File: src/rtl/wsi_req_pkg.sv
// Shared field layout and command codes for the WSI request word.
// Bit offsets and the state type used by the request unpacker.
package wsi_req_pkg;

    localparam int REQ_W       = 61;
    localparam int MCMD_HI     = 60;
    localparam int MCMD_LO     = 58;
    localparam int LAST_BIT    = 57;
    localparam int PRECISE_BIT = 56;
    localparam int BLEN_HI     = 55;
    localparam int BLEN_LO     = 44;
    localparam int MDATA_HI    = 43;
    localparam int MDATA_LO    = 12;
    localparam int BYTEEN_HI   = 11;
    localparam int BYTEEN_LO   = 8;
    localparam int INFO_HI     = 7;
    localparam int INFO_LO     = 0;

    localparam logic [2:0] CMD_IDLE = 3'b000;
    localparam logic [2:0] CMD_WR   = 3'b001;

    typedef enum logic {
        ST_IDLE  = 1'b0,
        ST_BURST = 1'b1
    } state_e;

endpackage

File: src/rtl/wsi_req_unpacker.sv
// Unpacks WSI request words from a FIFO into a registered output stage,
// tracking burst framing and flagging protocol errors.
module wsi_req_unpacker
    import wsi_req_pkg::*;
#(
    parameter int CNT_W = 16
) (
    input  logic                 wciS0_Clk,
    input  logic                 wciS0_Rst,
    input  logic [REQ_W-1:0]     fifo_dout,
    input  logic                 fifo_not_empty,
    output logic                 fifo_deq,
    output logic                 out_valid,
    input  logic                 out_ready,
    output logic [31:0]          out_data,
    output logic [3:0]           out_byteen,
    output logic [7:0]           out_reqinfo,
    output logic                 out_first,
    output logic                 out_last,
    output logic                 burst_err,
    output logic [CNT_W-1:0]     err_count,
    output logic [CNT_W-1:0]     burst_count,
    output logic                 busy
);

    logic [2:0]  req_cmd;
    logic        req_last;
    logic        req_precise;
    logic [11:0] req_blen;

    assign req_cmd     = fifo_dout[MCMD_HI:MCMD_LO];
    assign req_last    = fifo_dout[LAST_BIT];
    assign req_precise = fifo_dout[PRECISE_BIT];
    assign req_blen    = fifo_dout[BLEN_HI:BLEN_LO];

    state_e      state, state_nxt;
    logic [11:0] wcnt;
    logic [11:0] blen;
    logic        precise;

    logic        is_wr;
    logic        opening;
    logic        cur_precise;
    logic [11:0] cur_len;
    logic [11:0] idx;
    logic        len_hit;
    logic        ends;
    logic        err;

    // State register
    always_ff @(posedge wciS0_Clk) begin
        if (wciS0_Rst) state <= ST_IDLE;
        else           state <= state_nxt;
    end

    // Next state and per-word decode; a zero precise length behaves as one word
    always_comb begin
        is_wr       = (req_cmd == CMD_WR);
        opening     = (state == ST_IDLE);
        cur_precise = opening ? req_precise : precise;
        cur_len     = opening ? ((req_blen == '0) ? 12'd1 : req_blen) : blen;
        idx         = opening ? 12'd1 : (wcnt + 12'd1);
        len_hit     = cur_precise && (idx == cur_len);
        ends        = req_last || len_hit;
        err         = 1'b0;
        state_nxt   = state;
        if (fifo_deq) begin
            if (is_wr) begin
                state_nxt = ends ? ST_IDLE : ST_BURST;
                err = (opening && req_precise && (req_blen == '0))
                   || (cur_precise && req_last && !len_hit)
                   || (len_hit && !req_last);
            end else begin
                err = (req_cmd != CMD_IDLE);
            end
        end
    end

    // Output decode
    always_comb begin
        fifo_deq = fifo_not_empty && !wciS0_Rst && (!out_valid || out_ready);
        busy     = (state == ST_BURST);
    end

    // Burst tracking, counters and output register
    always_ff @(posedge wciS0_Clk) begin
        if (wciS0_Rst) begin
            wcnt        <= '0;
            blen        <= '0;
            precise     <= 1'b0;
            burst_err   <= 1'b0;
            err_count   <= '0;
            burst_count <= '0;
            out_valid   <= 1'b0;
            out_first   <= 1'b0;
            out_last    <= 1'b0;
            out_data    <= '0;
            out_byteen  <= '0;
            out_reqinfo <= '0;
        end else begin
            burst_err <= err;
            if (err && (err_count != '1))
                err_count <= err_count + CNT_W'(1);
            if (fifo_deq && is_wr) begin
                wcnt <= idx;
                if (opening) begin
                    precise <= req_precise;
                    blen    <= req_precise ? cur_len : 12'd0;
                end
                if (ends)
                    burst_count <= burst_count + CNT_W'(1);
                out_valid   <= 1'b1;
                out_first   <= opening;
                out_last    <= ends;
                out_data    <= fifo_dout[MDATA_HI:MDATA_LO];
                out_byteen  <= fifo_dout[BYTEEN_HI:BYTEEN_LO];
                out_reqinfo <= fifo_dout[INFO_HI:INFO_LO];
            end else if (fifo_deq || (out_valid && out_ready)) begin
                out_valid <= 1'b0;
            end
        end
    end

endmodule

File: config.mk
export PLATFORM = sky130hd
export DESIGN_NAME = wsi_req_unpacker
export DESIGN_NICKNAME = d
export VERILOG_FILES = /design/src/rtl/wsi_req_pkg.sv /design/src/rtl/wsi_req_unpacker.sv
export SDC_FILE = /design/constraint.sdc
export NUM_CORES = 1
export LEC_CHECK = 0
export ABC_AREA = 1
export BUFFER_PORTS_ARGS = -buffer_cell sky130_fd_sc_hd__buf_4
export CAP_MARGIN = 40
export CORE_MARGIN = 8
export CORE_UTILIZATION = 40
export DETAILED_ROUTE_END_ITERATION = 12
export GPL_TIMING_DRIVEN = 0
export PLACE_DENSITY = 0.71
export RECOVER_POWER = 25
export REMOVE_ABC_BUFFERS = 1
export SLEW_MARGIN = 20
export SYNTH_ARGS = -nofsm -noshare
export SYNTH_HDL_FRONTEND = slang
export SYNTH_SLANG_ARGS = --single-unit
File: constraint.sdc
create_clock -name wciS0_Clk -period 6.1 [get_ports wciS0_Clk]
set_input_delay 0.305 -clock wciS0_Clk [delete_from_list [all_inputs] [get_ports wciS0_Clk]]
set_output_delay 0.305 -clock wciS0_Clk [all_outputs]
set_load 0.02 [all_outputs]
==> results.json <==
{
  "synthCells": 720,
  "initial_core_util_pct": 40.81,
  "leakage_uw": 0.002736,
  "async_flop_share_pct": 0,
  "p_per_area_nw_per_um2": 224.9,
  "synth_edf_count": 0,
  "layout-drive-gt1-share_pct": 21.10,
  "core_um2": 12570,
  "critPathMaxStageDelay_ns": 0.78,
  "irDropWorstVdd_mv": 0.1362,
  "synth_area_um2": 5129,
  "layout.nets": 916,
  "ys_seq_area_share_pct": 41.38,
  "post_synth_num_cell_types": 40,
  "wire_per_inst_um": 13.85,
  "cts_resized": 0,
  "final_common_cell": "nor2_1",
  "cts_sinks": 106,
  "drcViolationCount": 0,
  "ys_dominant_reg_cell": "dfxtp_1",
  "track_usage_pct": 17.34,
  "hold_start": "fifo_dout[15]",
  "io_buffers": 146,
  "die_w_um": 129.2,
  "die_height_um": 129.2,
  "clk_pin_slew_ns": 0.07,
  "insertion_delay_ns": 0.35,
  "worstSetupPathType": "reg2reg",
  "stdcell_area_um2": 6502,
  "outcome": "finished clean",
  "finalHoldViolations": 0,
  "hold_end": "out_data[3]",
  "cts.htree.levels": 3,
  "layout.cells.non_filler": 1025,
  "tritoncts": "built",
  "via_per_inst": 4.890,
  "setup-violations-final": 0,
  "dpl_cell_area_um2": 6351,
  "drv_slew": 0,
  "r2r_slack_ns": 2.55,
  "vias": 5012,
  "syn_avg_cell_area_um2": 7.123,
  "grt_antenna_before_repair": 0,
  "die-area_um2": 16700,
  "cp_slowest_cell": "dfxtp_2",
  "dp.final_hpwl_um": 10070,
  "first_pass_iters": 5,
  "place.gp.congestion": 0.8168,
  "cpMostUsedCell": "nand2_1",
  "antenna_cells": 0,
  "reg2reg_to": "err_count[1]",
  "cts_hold_buf": 0,
  "ys_seq_elements": 106,
  "maxSlewHeadroom_pct": 54.24,
  "fmax_ghz": 0.2821,
  "critPathMaxFanout": 37,
  "grt_pass1_vias": 4817,
  "skew_ns": 0.009597,
  "drv_cap": 0,
  "drtAntennaViolNets": 0,
  "area_growth_pct": 26.79,
  "dp_cells": 1009,
  "ys_warn_count": 0,
  "worstSetupEndpointType": "flip-flop",
  "final_cell_mix": "nor2_1, nand2_1, dfxtp_1, buf_4, o21ai_0",
  "postCtsSetupRepairBufs": 0,
  "clockRootBuffer": "clkbuf_16",
  "worstReg2RegStart": "busy",
  "finalSetupTns_ns": 0,
  "grt_overflow_total": 0,
  "fp-row-count": 41,
  "tightest_slew_ns": 0.6864,
  "path_cells": "clkinv_2, or2_2, o21ai_0, inv_1, nand2_1, nand4_1, nor2_2, nand2_2, nand2_1, nand2_1, nand2_1, nand2_1, nand2_2, nand2_2, nand2_1, a21oi_1",
  "r2r.worst_path.cells": 16,
  "clockBufferDepth": 2,
  "routed_wl_um": 14200,
  "finalCritPeriodShare_pct": 58.12,
  "worstHoldPathType": "in2reg",
  "critPathArrivalTime_ns": 3.76,
  "worst_setup_path_start_kind": "flip-flop",
  "drtIter0Drc": 290,
  "grt_max_degree": 52,
  "cts_buffers": 9,
  "grt_pass1_wl_um": 23480,
  "fillCellCount": 1273,
  "fin_crit_ns": 3.545,
  "required_ns": 6.31,
  "ios": 147,
  "hold_path_depth": 3,
  "rsz0062_at_grt": "no"
}
-- power breakdown --
| part | internal, uW | leakage [uW] | switching (uW) | total (uW) |
|---|---|---|---|---|
| combinational | 48.3 | 0.00172 | 65.4 | 114 |
| clock | 374 | 0.000156 | 265 | 639 |
| sequential | 702 | 0.000857 | 7.69 | 710 |
-- kinds of logic after synthesis --
kind of cell	Yosys count	synth area share [%]
AO/OA/AOI/OAI	141	15.08
XOR/XNOR	16	2.732
adder cells (fa/ha/maj)	3	0.7320
buffers and inverters	93	7.831
flip-flops	106	41.38
AND/OR/NAND/NOR	361	32.25
-- routing by layer --
metal	part of all wire (%)	GRT usage (%)
met5	0	0
met4	1.1	5.943
met3	8.8	6.943
met2	45	27.14
met1	45	21.16
-- flip-flops by register name, indices dropped and copies added, names as in the netlist, 4 cells and up --
register,flops
out_data,32
burst_count,16
blen,12
out_byteen,4
out_reqinfo,8
err_count,16
wcnt,12
-- metrics by stage --
stage | util [%] | power, uW | hold slack (ns) | setup WS [ns]
final | 51.74 | 1462 | 0.1688 | 2.555
after global routing | 51.74 | 1521 | 0.1638 | 2.082
after CTS | 53.14 | 1488 | 0.1604 | 2.596
after detailed placement | 50.53 | 845.3 | 0.4535 | 2.614
after global placement | 49.82 | 840.9 | 0.4515 | 0.05025
after floorplan | - | 775.9 | 0.3674 | 2.113
-- cell usage after synthesis, types with 2 or more instances --
library cell,instances,area (um2)
a211oi_1,2,15.01
a21oi_1,43,215.2
a21oi_2,13,113.9
and2_0,2,12.51
and3_1,2,12.51
buf_2,5,25.02
buf_6,6,67.56
clkbuf_1,22,82.58
dfxtp_1,106,2122
ha_1,3,37.54
inv_1,54,202.7
inv_2,3,11.26
nand2_1,122,457.9
nand2_2,20,125.1
nand3_1,43,215.2
nand3_2,8,80.08
nand4_1,11,68.82
nor2_1,123,461.7
nor2_2,4,25.02
nor2_4,2,22.52
nor3_1,9,45.04
nor3b_1,3,22.52
nor4_1,3,18.77
o21ai_0,76,380.4
o21ai_1,3,15.01
or2_2,4,25.02
xnor2_1,5,43.79
xor2_1,11,96.34
-- layout make-up --
| class | count | area [um2] | share of cell area (%) |
|---|---|---|---|
| timing repair buffer | 151 | 1008 | 15.51 |
| tap | 172 | 215.2 | 3.310 |
| clock buffer | 11 | 242.7 | 3.733 |
| clock inverter | 5 | 85.08 | 1.308 |
| inverter | 59 | 222.7 | 3.425 |
| multi-input combinational | 521 | 2605 | 40.06 |
| sequential | 106 | 2123 | 32.65 |
-- worst max-delay path by stage --
stage / from / endpoint / slack (ns) / depth (start not counted)
final: busy / err_count[1] / 2.55 / 16
after global routing: busy / err_count[1] / 2.08 / 16
after CTS: busy / err_count[7] / 2.60 / 16
after detailed placement: busy / err_count[7] / 2.61 / 16
after global placement: wciS0_Rst / burst_count[14] / 0.05 / 11
after floorplan: wciS0_Rst / burst_count[14] / 2.11 / 10
-- critical path: cells and delay by family, from the launching register on --
kind | cells | cell delay (ns)
AO/OA/AOI/OAI | 2 | 0.18
flip-flops | 1 | 0.78
buffers and inverters | 2 | 0.49
AND/OR/NAND/NOR | 12 | 1.95
Power figures use the tool's default switching activity.
